<file path="src/rtl/alu_operand_sequencer_if.sv">
// Operand/result bus between the sequencer and its producer/ALU/consumer side.
// Optional Chain signal present only when ALU_SEQ_CHAIN_EN is defined.
interface alu_operand_sequencer_if #(
  parameter int unsigned N = 4
);
  logic [N-1:0]   Data;
  logic [1:0]     FuncIn;
  logic           in_valid;
  logic           in_ready;
  logic [N-1:0]   A;
  logic [N-1:0]   B;
  logic [1:0]     Function;
  logic [2*N-1:0] ALUout;
  logic [2*N-1:0] Result;
  logic           out_valid;
  logic           out_ready;
`ifdef ALU_SEQ_CHAIN_EN
  logic           Chain;
`endif

  // Producer / ALU / consumer side
  modport master (
`ifdef ALU_SEQ_CHAIN_EN
    output Chain,
`endif
    output Data, FuncIn, in_valid, out_ready, ALUout,
    input  in_ready, A, B, Function, Result, out_valid
  );

  // Sequencer side
  modport slave (
`ifdef ALU_SEQ_CHAIN_EN
    input  Chain,
`endif
    input  Data, FuncIn, in_valid, out_ready, ALUout,
    output in_ready, A, B, Function, Result, out_valid
  );
endinterface

</file>
<file path="src/rtl/alu_operand_sequencer.sv">
// Operand sequencer in front of the 4-function ALU: collects A (with function)
// and B one word at a time, captures the ALU result and offers it downstream.
// Optional feature macro: ALU_SEQ_CHAIN_EN (Chain reuses previous Result as B).
module alu_operand_sequencer #(
  parameter int unsigned N = 4
) (
  input  logic                   Clock,
  input  logic                   Resetn,
  alu_operand_sequencer_if.slave bus
);

  localparam int unsigned RW = 2 * N;

  localparam logic [1:0] GET_A = 2'd0;
  localparam logic [1:0] GET_B = 2'd1;
  localparam logic [1:0] EXEC  = 2'd2;
  localparam logic [1:0] DONE  = 2'd3;

  logic [1:0]    state, state_nxt;
  logic [N-1:0]  a_q, a_nxt;
  logic [N-1:0]  b_q, b_nxt;
  logic [1:0]    func_q, func_nxt;
  logic [RW-1:0] result_q, result_nxt;
  logic          out_valid_q, out_valid_nxt;
  logic          in_ready_q, in_ready_nxt;

  // State register plus all registered outputs
  always_ff @(posedge Clock or negedge Resetn) begin
    if (!Resetn) begin
      state       <= GET_A;
      a_q         <= '0;
      b_q         <= '0;
      func_q      <= '0;
      result_q    <= '0;
      out_valid_q <= 1'b0;
      in_ready_q  <= 1'b1;
    end else begin
      state       <= state_nxt;
      a_q         <= a_nxt;
      b_q         <= b_nxt;
      func_q      <= func_nxt;
      result_q    <= result_nxt;
      out_valid_q <= out_valid_nxt;
      in_ready_q  <= in_ready_nxt;
    end
  end

  // Next-state and next-output decode; in_ready is derived from the next state
  // so the registered copy always matches the state it is presented in.
  always_comb begin
    state_nxt     = state;
    a_nxt         = a_q;
    b_nxt         = b_q;
    func_nxt      = func_q;
    result_nxt    = result_q;
    out_valid_nxt = out_valid_q;
    case (state)
      GET_A: begin
        if (bus.in_valid) begin
          a_nxt     = bus.Data;
          func_nxt  = bus.FuncIn;
          state_nxt = GET_B;
`ifdef ALU_SEQ_CHAIN_EN
          if (bus.Chain) begin
            b_nxt     = result_q[N-1:0];
            state_nxt = EXEC;
          end
`endif
        end
      end
      GET_B: begin
        if (bus.in_valid) begin
          b_nxt     = bus.Data;
          state_nxt = EXEC;
        end
      end
      EXEC: begin
        result_nxt    = bus.ALUout;
        out_valid_nxt = 1'b1;
        state_nxt     = DONE;
      end
      DONE: begin
        if (bus.out_ready) begin
          out_valid_nxt = 1'b0;
          state_nxt     = GET_A;
        end
      end
      default: state_nxt = GET_A;
    endcase
    in_ready_nxt = (state_nxt == GET_A) || (state_nxt == GET_B);
  end

  assign bus.A         = a_q;
  assign bus.B         = b_q;
  assign bus.Function  = func_q;
  assign bus.Result    = result_q;
  assign bus.out_valid = out_valid_q;
  assign bus.in_ready  = in_ready_q;

endmodule

</file>
<file path="src/flat_wrapper.sv">
// flat-port wrapper written by rule: the top's interface ports become plain ports
module alu_operand_sequencer_flat 
#(
  parameter int unsigned N = 4
)
  (Clock, Resetn, bus_Data, bus_FuncIn, bus_in_valid, bus_out_ready, bus_ALUout, bus_in_ready, bus_A, bus_B, bus_Function, bus_Result, bus_out_valid);
  alu_operand_sequencer_if #(.N(N)) bus_i ();
  input  logic Clock;
  input  logic Resetn;
  input wire logic [$bits(bus_i.Data)-1:0] bus_Data;
  input wire logic [$bits(bus_i.FuncIn)-1:0] bus_FuncIn;
  input wire logic [$bits(bus_i.in_valid)-1:0] bus_in_valid;
  input wire logic [$bits(bus_i.out_ready)-1:0] bus_out_ready;
  input wire logic [$bits(bus_i.ALUout)-1:0] bus_ALUout;
  output wire logic [$bits(bus_i.in_ready)-1:0] bus_in_ready;
  output wire logic [$bits(bus_i.A)-1:0] bus_A;
  output wire logic [$bits(bus_i.B)-1:0] bus_B;
  output wire logic [$bits(bus_i.Function)-1:0] bus_Function;
  output wire logic [$bits(bus_i.Result)-1:0] bus_Result;
  output wire logic [$bits(bus_i.out_valid)-1:0] bus_out_valid;
  assign bus_i.Data = bus_Data;
  assign bus_i.FuncIn = bus_FuncIn;
  assign bus_i.in_valid = bus_in_valid;
  assign bus_i.out_ready = bus_out_ready;
  assign bus_i.ALUout = bus_ALUout;
  assign bus_in_ready = bus_i.in_ready;
  assign bus_A = bus_i.A;
  assign bus_B = bus_i.B;
  assign bus_Function = bus_i.Function;
  assign bus_Result = bus_i.Result;
  assign bus_out_valid = bus_i.out_valid;
  alu_operand_sequencer #(.N(N)) u_core (.Clock(Clock), .Resetn(Resetn), .bus(bus_i));
endmodule
</file>
<file path="config.mk">
export PLATFORM = sky130hd
export DESIGN_NAME = alu_operand_sequencer_flat
export DESIGN_NICKNAME = d
export VERILOG_FILES = /design/src/rtl/alu_operand_sequencer_if.sv /design/src/rtl/alu_operand_sequencer.sv /design/src/flat_wrapper.sv
export SDC_FILE = /design/constraint.sdc
export NUM_CORES = 1
export LEC_CHECK = 0
export BUFFER_PORTS_ARGS = -buffer_cell sky130_fd_sc_hd__clkbuf_2
export CORE_ASPECT_RATIO = 1.25
export CORE_MARGIN = 2
export CORE_UTILIZATION = 40
export DETAILED_ROUTE_END_ITERATION = 8
export PLACE_DENSITY = 0.78
export SYNTH_ARGS = -nofsm -noshare
export SYNTH_HDL_FRONTEND = slang
export SYNTH_SLANG_ARGS = --single-unit
</file>
<file path="constraint.sdc">
create_clock -name Clock -period 1.5 [get_ports Clock]
set_input_delay 0.45 -clock Clock [delete_from_list [all_inputs] [get_ports Clock]]
set_output_delay 0.45 -clock Clock [all_outputs]
set_load 0.01 [all_outputs]
</file>
### Yosys cells after proc, flatten, opt, wreduce, memory -nomap -nowiden

Index checks and enable logic that the tools add are counted.

* equal/unequal tests: 5
* multiplexer cells: 6
* reduce and logical (&&, ||, !) cells: 7

Operators by type and width (number)
* $pmux W2 S4: 1
* $mux W2: 3
* $reduce_and A2 Y1: 3
* $eq A2 B1 Y1 const B: 2
* $eq A2 B2 Y1 const B: 2
* $logic_not A2 Y1: 2
* $ne A2 B2 Y1 const B: 1
* $pmux W1 S2: 1
* $reduce_bool A2 Y1: 1
* $logic_or A1 B1 Y1: 1
* $mux W1: 1

* flip-flop bits (word level): 22
* word-level logic and storage cells: 25

### Depth between registers and ports, before layout

Gate-level depths: netlist of the first run.

* depth in word-level cells: 4
* depth in mapped cells: 3
* gate-level depth less buffers: 2

### Least setup slack after synthesis of the first run

OpenSTA, ideal clock, no wires.

* kind: register -> register
* start: reg u_core.state[1]
* end: reg u_core.a_q[0] (netlist: u_core.bus.A[0])
* setup time: 0.125 ns
* arrival: 1.100 ns
* slack: 0.275 ns
* cell stages (with the launch flop): 3
* buffers on the path: 0
* period minus slack after synthesis: 1.225 ns
* cell sequence: dfrtp_1 -> nor3b_4 -> mux2_2

* longest elaborated chain between the ends: 2

Ends and longest elaborated chain
* start, declared: line alu_operand_sequencer.sv:19 `logic [1:0] state, state_nxt;`
* start signal, assigned: line alu_operand_sequencer.sv:38 `state <= state_nxt;`
* $logic_not A2 Y1: line alu_operand_sequencer.sv:57 `case (state)`
* $reduce_and A2 Y1 (no line)
* end signal, assigned: line alu_operand_sequencer.sv:39 `a_q <= a_nxt;`
* end, declared: line alu_operand_sequencer.sv:20 `logic [N-1:0] a_q, a_nxt;`

Every way passes these cells.
A chain may end at the register's enable or synchronous reset.

### Worst setup path in the final report of the first run

* start: reg u_core.in_ready_q (netlist: u_core.bus.in_ready)
* end: out bus_in_ready

RTL lines
* start, declared: line alu_operand_sequencer.sv:25 `logic in_ready_q, in_ready_nxt;`
* start signal, assigned: line alu_operand_sequencer.sv:44 `in_ready_q <= in_ready_nxt;`
* end, declared: line flat_wrapper.sv:15 `output wire logic [$bits(bus_i.in_ready)-1:0] bus_in_ready;`

No word-level cell between the ends.

==> flow_summary_export.csv, run 1 <==
group,metric,value,unit
drt,wl_per_cell,12.9,um
die,die_width,45.3,um
sta,skew,0.00385,ns
sta,relSlewSlack,64.8,%
worst_setup_path,crit_type,"reg2out",
cells_and_area,antenna_cells,0,
cells_and_area,nets,111,
logic_synthesis,synthXorXnorAreaFrac,1.03,%
clock_network,ctsHoldBuffers,0,
drt,dr.pass1.iters,2,
worst_setup_path,path_max_fanout,1,
worst_setup_path,path_delay_family,"flip-flops",
die,io_pins,38,
drt,vias_per_cell,4.87,
worst_setup_path,start_kind,"register",
die,die-height,55.6,um
cells_and_area,drive_above_1_share,70.7,%
die,rows,18,
logic_synthesis,synth_mux_area_share,25.1,%
placed_design,finalWeightedCongestion,0.736,
die,dieArea,0.00252,mm2
worst_setup_path,cpMaxStageDelayCell,"dfstp_2",
worst_setup_path,cp.buffers_inverters,1,
worst_setup_path,cp.required,1.05,ns
placed_design,hpwl,1180,um
logic_synthesis,ys_seq_area_share,64.8,%
pwr,p_leak,0.544,nW
logic_synthesis,synth_top_cell_area_share,61.7,%
global_routing,grt_max_degree,23,
logic_synthesis,synthesis.area,852,um2
logic_synthesis,synth_compound_area_share,3.08,%
worst_setup_path,max_stage_delay,0.54,ns
logic_synthesis,syn_inst,51,
logic_synthesis,yosys.area_share.simple,4.70,%
drt,wl,1440,um
pwr,p_per_area,2160,mW/mm2
logic_synthesis,avgSynthCellArea,16.7,um2
worst_setup_path,arrival,0.95,ns
die,coreArea,0.00200,mm2
sta,holdWs,0.105,ns
hold_path,hp-class,"in2async",
placed_design,portBuffers,37,
sta,rsz0062_at_grt,"false",
placed_design,dpl_cell_area,0.00106,mm2
logic_synthesis,synth_top_family_by_area,"multiplexers",
drt,drc_errors,0,
clock_network,h-tree-depth,1,
sta,finalSetupViolCount,0,
sta,worst_pin_slew,0.527,ns
cells_and_area,fillers,174,
worst_setup_path,endpoint_kind,"output port",
run,max-cap-violations,0,
clock_network,cts.path.max_buffers,2,
drt,drt-initial-drc-count,1,
clock_network,cts_setup_buffers,0,
logic_synthesis,synth_area_leaders,"dfrtp_1 62%, mux2_2 25%, dfstp_2 3.1%",
sta,hold_viol_final,0,
sta,tns,0,ns
logic_synthesis,synth_nets,69,
drt,postRouteAntennaNets,0,
die,start_util,42.5,%
outcome,status,"finished clean",
logic_synthesis,synth_cell_type_count,12,
clock_network,tritoncts,"built",
sta,fmax,0.712,GHz
cells_and_area,area_growth,28.5,%
global_routing,grt_pass1_vias,561,
global_routing,grt_pass1_wl,2440,um
sta,finalCriticalPeriod,1.40,ns
global_routing,antenna_found_initial,0,
clock_network,cts_root_buffer,"clkbuf_4",
clock_network,clkLatencyLatePin,0.29,ns
clock_network,clkSinkCount,22,
global_routing,groute.usage.overall,13.3,%
cells_and_area,fin_area,0.00109,mm2
worst_setup_path,crit_chain,"clkbuf_2",
global_routing,grt-ovfl-total,0,
clock_network,path_clk_slew,0.11,ns
clock_network,cts_buffers,3,
logic_synthesis,yosysTopAreaCell,"dfrtp_1",
sta,slew_viol_final,0,
clock_network,cts_resized,0,
logic_synthesis,synth_warnings,0,
pwr,p_total,2.37,mW
sta,period_share,93.6,%
drt,vias,545,
pwr,peakVddDrop,0.000969,V
logic_synthesis,synth_seq_cells,22,
logic_synthesis,yosys.area_share.adder,0,%
[registers in the layout, summed over array words and instances (netlist names)]
| register | flops |
|---|---|
| u_core.bus.A | 4 |
| u_core.bus.B | 4 |
| u_core.bus.Function | 2 |
| u_core.bus.Result | 8 |
| u_core.bus.in_ready | 1 |
| u_core.bus.out_valid | 1 |
| u_core.state | 2 |
[synth_stat cells]
library cell / number
dfstp_2: 1
buf_6: 1
nand3b_1: 1
a21o_2: 1
dfrtp_1: 21
nand2_1: 2
nor3b_4: 1
a21boi_0: 1
a21bo_2: 1
xor2_1: 1
mux2_2: 19
nor2b_1: 1
[cells in the final DEF (no fill, tap or decap)]
| master | count |
|---|---|
| buf_4 | 1 |
| nand3b_1 | 1 |
| dfstp_2 | 1 |
| a21boi_0 | 1 |
| nor2b_1 | 1 |
| nand2_1 | 2 |
| dfrtp_1 | 21 |
| nor3b_4 | 1 |
| xor2_1 | 1 |
| a21bo_2 | 1 |
| clkbuf_2 | 37 |
| clkbuf_8 | 1 |
| a21o_2 | 1 |
| clkbuf_4 | 3 |
| mux2_2 | 19 |
[metal layers]
metal  vias to the layer above  routed length [um]  GRT usage [%]
li1                        258                   -              -
met1                       259                 586           15.7
met2                        26                 758           21.8
met3                         2                  80           2.27
met4                         0                  19           7.56
met5                         -                   0              0
[worst reg2reg max path, delay by kind of cell, from the launching register on]
family,cells,cell delay (ns)
flops,1,0.48
simple gates,1,0.37
mux,1,0.38
[path summary, 6_finish.rpt]
path	startpoint	cells after the start	slack [ns]	end
worst max-delay path	u_core.bus.in_ready$_DFF_PN1_	1	0.1	bus_in_ready
worst min-delay path	Resetn	1	0.11	u_core.bus.out_valid$_DFFE_PN0P_
worst max register to register	u_core.state[1]$_DFF_PN0_	2	0.17	u_core.bus.A[3]$_DFFE_PN0P_
worst min register to register	u_core.bus.out_valid$_DFFE_PN0P_	1	0.50	u_core.bus.out_valid$_DFFE_PN0P_
max in group asynchronous	Resetn	1	1.03	u_core.bus.in_ready$_DFF_PN1_
min in group Clock	bus_FuncIn[0]	2	0.38	u_core.bus.Function[0]$_DFFE_PN0P_
[power breakdown]
part	switching, mW	internal, mW
Sequential	0.184	0.907
Combinational	0.421	0.546
Clock	0.162	0.148
Total	0.767	1.60
[stage by stage]
step / util, % / std cells / setup WS (ns)
floorplan: - / 51 / 0.275
global placement: 52.8 / 108 / 0.0935
detailed placement: 52.8 / 108 / 0.0754
CTS: 54.6 / 112 / 0.0792
global route: 54.6 / 112 / 0.0509
finish: 54.6 / 112 / 0.0965
[kinds of logic (layout without fill, tap and decap cells)]
group	after synthesis	after routing
AOI/OAI and AO/OA	3	3
xor gates and xnor gates	1	1
buffers and inverters	1	42
DFF	22	22
muxes	19	19
and+or+nand+nor	5	5
[area by class of cell]
type / count / area (um2) / share of cell area (%)
sequential: 22 / 552 / 50.4
timing repair buffer: 38 / 193 / 17.6
tap: 20 / 25.0 / 2.29
multi-input combinational: 28 / 289 / 26.4
clock buffer: 4 / 36.3 / 3.31
(Power assumes the default switching activity.)
==> inputs of run 2 (changes only) <==
Settings changed: CTS_BUF_LIST set to sky130_fd_sc_hd__clkbuf_8, PLACE_DENSITY 0.78 to 0.8.
Clock period 1.5 ns to 1.21 ns, I/O delays scaled along.
==> flow_summary_export.csv, run 2 (synthesis results as in run 1) <==
group,metric,value,unit
drt,dr.pass1.iters,2,
sta,period_share,103,%
sta,hold_viol_final,0,
sta,worst_slack,-0.0371,ns
cells_and_area,nets,119,
sta,finalCriticalPeriod,1.25,ns
pwr,p_total,3.50,mW
placed_design,hpwl,1160,um
outcome,status,"finished with violations",
hold_path,hp-class,"in2async",
cells_and_area,layout.cells.non_filler,120,
worst_setup_path,r2r_setup_slack,-0.04,ns
outcome,violations,"negative setup slack",
worst_setup_path,crit_start,"u_core.bus.in_ready$_DFF_PN1_",
cells_and_area,drive_above_1_share,75.0,%
sta,relSlewSlack,65.0,%
sta,worst_pin_slew,0.525,ns
die,start_util,42.5,%
pwr,p_per_area,2800,mW/mm2
placed_design,portBuffers,37,
drt,wl_per_cell,15.3,um
die,die_width,45.3,um
global_routing,grt-ovfl-total,0,
clock_network,path_clk_slew,0.07,ns
placed_design,pre_cts_ws,-0.114,ns
pwr,peakVddDrop,0.00144,V
worst_setup_path,path_delay_family,"flip-flops",
cells_and_area,area_growth,46.8,%
drt,drt-initial-drc-count,2,
clock_network,h-tree-depth,1,
worst_setup_path,start_kind,"register",
cells_and_area,final_common_cell,"clkbuf_2",
die,rows,18,
worst_setup_path,cpMaxStageDelayCell,"dfstp_2",
sta,slew_viol_final,0,
worst_setup_path,arrival,0.88,ns
clock_network,clkLatencyLatePin,0.26,ns
global_routing,grt_pass1_wl,2890,um
clock_network,cts.path.max_buffers,2,
worst_setup_path,path_max_fanout,1,
clock_network,cts_root_buffer,"clkbuf_8",
worst_setup_path,r2r_end,"u_core.bus.A[0]$_DFFE_PN0P_",
worst_setup_path,reg2reg_from,"u_core.state[0]$_DFF_PN0_",
worst_setup_path,max_stage_delay,0.53,ns
placed_design,dpl_cell_area,0.00107,mm2
run,max-cap-violations,0,
sta,skew,0.00282,ns
cells_and_area,largest_reg_flops,8,
worst_setup_path,cp.required,0.85,ns
drt,wl,1830,um
worst_setup_path,worst_r2r_path_depth,3,
drt,drc_errors,0,
global_routing,groute.usage.overall,16.0,%
die,dieArea,0.00252,mm2
clock_network,cts_buffers,3,
worst_setup_path,endpoint_kind,"output port",
sta,rsz0062_at_grt,"true",
cells_and_area,multi_input_area,353,um2
drt,vias_per_cell,5.06,
worst_setup_path,path_depth,1,
global_routing,grt_max_degree,23,
drt,postRouteAntennaNets,0,
pwr,p_leak,0.650,nW
global_routing,grt_pass1_vias,627,
cells_and_area,final_cell_mix,"36 x clkbuf_2, 19 x dfrtp_1, 15 x mux2_4",
drt,vias,607,
placed_design,finalWeightedCongestion,0.709,
clock_network,ctsHoldBuffers,0,
worst_setup_path,cp.buffers_inverters,1,
die,coreArea,0.00200,mm2
cells_and_area,final-seq-area,554,um2
die,die-height,55.6,um
cells_and_area,antenna_cells,0,
die,io_pins,38,
sta,fmax,0.802,GHz
worst_setup_path,crit_type,"reg2out",
clock_network,tritoncts,"built",
worst_setup_path,crit_chain,"buf_6",
cells_and_area,fin_area,0.00125,mm2
cells_and_area,fillers,157,
clock_network,clkSinkCount,22,
placed_design,place_inst,110,
worst_setup_path,crit_end,"bus_in_ready",
cells_and_area,fin_util,62.4,%
sta,finalSetupViolCount,7,
global_routing,antenna_found_initial,0,
[run 2: cell types whose count changed in the layout (fill, tap and decap cells not counted), sizes merged]
cell    delta
inv        +1
buf        +9
clkbuf     -2
[run 2: repair_timing]
action                                 CTS  global route
buffers inserted                         4             1
gates cloned                             1             0
setup endpoints to repair               19            19
gates resized for setup                 14            13
pin swaps                                1             1
endpoints found under the hold margin    0             0
[run 2: layout make-up]
type	instances	share of cell area (%)
well taps	20	2.00
flip-flops and latches	22	44.3
clock inverters	1	0.300
multi-input cells	28	28.2
clock buffers	3	3.30
repair buffers	46	21.9
[run 2: worst min path at each step]
stage | start | endpoint | cells past startpoint
CTS | Resetn | u_core.bus.Result[4]$_DFFE_PN0P_ | 1
detailed placement | Resetn | u_core.bus.out_valid$_DFFE_PN0P_ | 1
finish | Resetn | u_core.bus.Result[4]$_DFFE_PN0P_ | 1
global route | Resetn | u_core.bus.Result[7]$_DFFE_PN0P_ | 1
global placement | Resetn | u_core.bus.Result[5]$_DFFE_PN0P_ | 1
floorplan | Resetn | u_core.bus.A[0]$_DFFE_PN0P_ | 0
[run 2: metrics by stage]
step           TNS, ns  hold slack, ns
3_5_place_dp     -1.79           0.365
5_1_grt         -0.718           0.108
3_3_place_gp    -0.858           0.357
4_1_cts         -0.215          0.0766
2_1_floorplan  -0.0528          0.0674
6_report        -0.218          0.0628
[run 2: power breakdown]
part | internal [mW] | switching (mW)
registers | 1.14 | 0.252
logic | 1.03 | 0.635
clock network | 0.226 | 0.227
total | 2.39 | 1.11
[run 2: routing by layer]
metal | track usage [%] | part of all wire [%] | up-vias
li1 | - | - | 279
met1 | 18.7 | 40 | 292
met2 | 26.3 | 52 | 31
met3 | 1.30 | 4.6 | 5
met4 | 11.3 | 3.1 | 0
met5 | 0 | 0 | -
==> inputs of run 3 (changes only) <==
Settings changed: SETUP_SLACK_MARGIN set to 0.05, SKIP_LAST_GASP set to 1.
==> flow_summary_export.csv, run 3 (synthesis results as in run 1) <==
group,metric,value,unit
outcome,status,"finished with violations",
outcome,violations,"negative setup slack",
die,start_util,42.5,%
clock_network,clkSinkCount,22,
sta,skew,0.00338,ns
pwr,p_comb_share,44.3,%
global_routing,grt_max_degree,23,
global_routing,met3_usage,2.92,%
worst_setup_path,cp.buffers_inverters,1,
clock_network,h-tree-depth,1,
cells_and_area,final-seq-area,554,um2
die,rows,18,
worst_setup_path,r2r_setup_slack,-0.04,ns
worst_setup_path,max_stage_delay,0.45,ns
worst_setup_path,r2r_end,"u_core.bus.Function[1]$_DFFE_PN0P_",
cells_and_area,antenna_cells,0,
drt,drt-initial-drc-count,1,
pwr,p_leak,0.596,nW
pwr,internal_power,2.21,mW
sta,worst_slack,-0.0380,ns
clock_network,tritoncts,"built",
die,io_pins,38,
drt,vias,569,
worst_setup_path,worst_r2r_path_depth,3,
global_routing,grt_pass1_vias,560,
global_routing,grt-ovfl-total,0,
global_routing,grtUsageMet2,19.6,%
sta,finalSetupViolCount,8,
sta,finalCriticalPeriod,1.25,ns
worst_setup_path,endpoint_kind,"register",
placed_design,finalWeightedCongestion,0.673,
pwr,seqPwrFrac,42.1,%
cells_and_area,multi_input_area,312,um2
worst_setup_path,arrival,1.39,ns
global_routing,busiest_layer,"met2",
clock_network,cts_buffers,3,
cells_and_area,nets,116,
drt,wl,1440,um
pwr,p_clk_share,13.6,%
die,coreArea,0.00200,mm2
cells_and_area,area_growth,38.5,%
cells_and_area,drive_above_1_share,73.2,%
global_routing,antenna_found_initial,0,
cells_and_area,fin_util,58.9,%
clock_network,cts_root_buffer,"clkbuf_8",
cells_and_area,final_common_cell,"clkbuf_2",
pwr,p_per_area,2720,mW/mm2
sta,period_share,103,%
pwr,peakVddDrop,0.00139,V
worst_setup_path,crit_chain,"nor3b_4 -> buf_6 -> mux2_4",
cells_and_area,fillers,173,
pwr,p_sw_share,31.0,%
placed_design,hpwl,1100,um
drt,postRouteAntennaNets,0,
cells_and_area,fin_area,0.00118,mm2
sta,relSlewSlack,65.3,%
die,die_width,45.3,um
worst_setup_path,reg2reg_from,"u_core.state[0]$_DFF_PN0_",
sta,hold_viol_final,0,
sta,rsz0062_at_grt,"true",
worst_setup_path,path_max_fanout,4,
worst_setup_path,cpMaxStageDelayCell,"dfrtp_2",
placed_design,portBuffers,37,
drt,vias_per_cell,4.86,
worst_setup_path,crit_type,"reg2reg",
die,dieArea,0.00252,mm2
cells_and_area,largest_reg_flops,8,
sta,slew_viol_final,0,
global_routing,groute.usage.overall,12.8,%
worst_setup_path,path_delay_family,"flip-flops",
cells_and_area,final_cell_mix,"36 x clkbuf_2, 19 x dfrtp_1, 13 x mux2_2",
placed_design,dpl_cell_area,0.00109,mm2
drt,dr.pass1.iters,4,
run,max-cap-violations,0,
clock_network,path_clk_slew,0.07,ns
hold_path,hp-class,"in2async",
global_routing,grtUsageMet1,16.6,%
die,die-height,55.6,um
sta,worst_pin_slew,0.521,ns
worst_setup_path,cp.required,1.35,ns
worst_setup_path,start_kind,"register",
global_routing,grt_pass1_wl,2440,um
clock_network,cts.path.max_buffers,2,
drt,drc_errors,0,
sta,holdWs,0.0686,ns
clock_network,clkLatencyLatePin,0.25,ns
drt,wl_per_cell,12.3,um
pwr,p_sw,995,uW
sta,fmax,0.801,GHz
## run 3: cell types whose count changed in the layout (fill, tap and decap cells not counted)
cell     before  now
nor2b_1       0    1
buf_4         5    4
mux2_4       15    6
buf_6         5    3
nor2b_4       1    0
mux2_2        4   13
## run 3: area by class of cell
type | instances | share of cell area, %
clock buffer | 3 | 3.50
multi-input combinational | 28 | 26.4
timing repair buffer | 43 | 20.7
tap | 20 | 2.12
clock inverter | 1 | 0.318
sequential | 22 | 47.0
## run 3: repair_timing
| item | 4_1_cts | 5_1_grt |
|---|---|---|
| hold buffers | 0 | 0 |
| setup buffers | 1 | 0 |
| gates resized for setup | 4 | 7 |
| pin swaps | 1 | 1 |
| setup endpoints to repair | 19 | 22 |
## run 3: how the worst max path moves through the flow
| stage | startpoint | endpoint | slack, ns | depth (start not counted) |
|---|---|---|---|---|
| 2_1_floorplan | u_core.state[0]$_DFF_PN0_ | u_core.bus.A[0]$_DFFE_PN0P_ | -0.009 | 2 |
| 3_3_place_gp | bus_in_valid | u_core.bus.A[3]$_DFFE_PN0P_ | -0.06 | 4 |
| 3_5_place_dp | bus_in_valid | u_core.bus.Function[1]$_DFFE_PN0P_ | -0.07 | 4 |
| 4_1_cts | u_core.bus.in_ready$_DFF_PN1_ | bus_in_ready | -0.05 | 1 |
| 5_1_grt | u_core.state[0]$_DFF_PN0_ | u_core.bus.Function[0]$_DFFE_PN0P_ | -0.08 | 3 |
| 6_report | u_core.state[0]$_DFF_PN0_ | u_core.bus.Function[1]$_DFFE_PN0P_ | -0.04 | 3 |
## run 3: per-layer routing
| metal | share of wire (%) | vias to the layer above |
|---|---|---|
| met1 | 42 | 268 |
| met3 | 8.3 | 2 |
| met4 | 1.7 | 0 |
| met2 | 48 | 28 |
| li1 | - | 271 |
| met5 | 0 | - |
## run 3: power groups by stage
| stage | Combinational, mW | Clock (mW) | Sequential, mW |
|---|---|---|---|
| after detailed placement | 1.30 | 0 | 1.36 |
| after global placement | 1.27 | 0 | 1.34 |
| after global routing | 1.56 | 0.473 | 1.40 |
| after floorplan | 0.587 | 0 | 1.52 |
| after CTS | 1.37 | 0.453 | 1.35 |
| final | 1.42 | 0.438 | 1.35 |
## run 3: metrics by stage
stage	total power, mW	TNS, ns	instances	worst slack [ns]
floorplan	2.11	-0.0528	51	-0.00881
global placement	2.61	-0.299	112	-0.0556
detailed placement	2.66	-0.368	112	-0.0701
CTS	3.17	-0.211	117	-0.0468
global route	3.44	-1.07	117	-0.0849
finish	3.21	-0.245	117	-0.0380
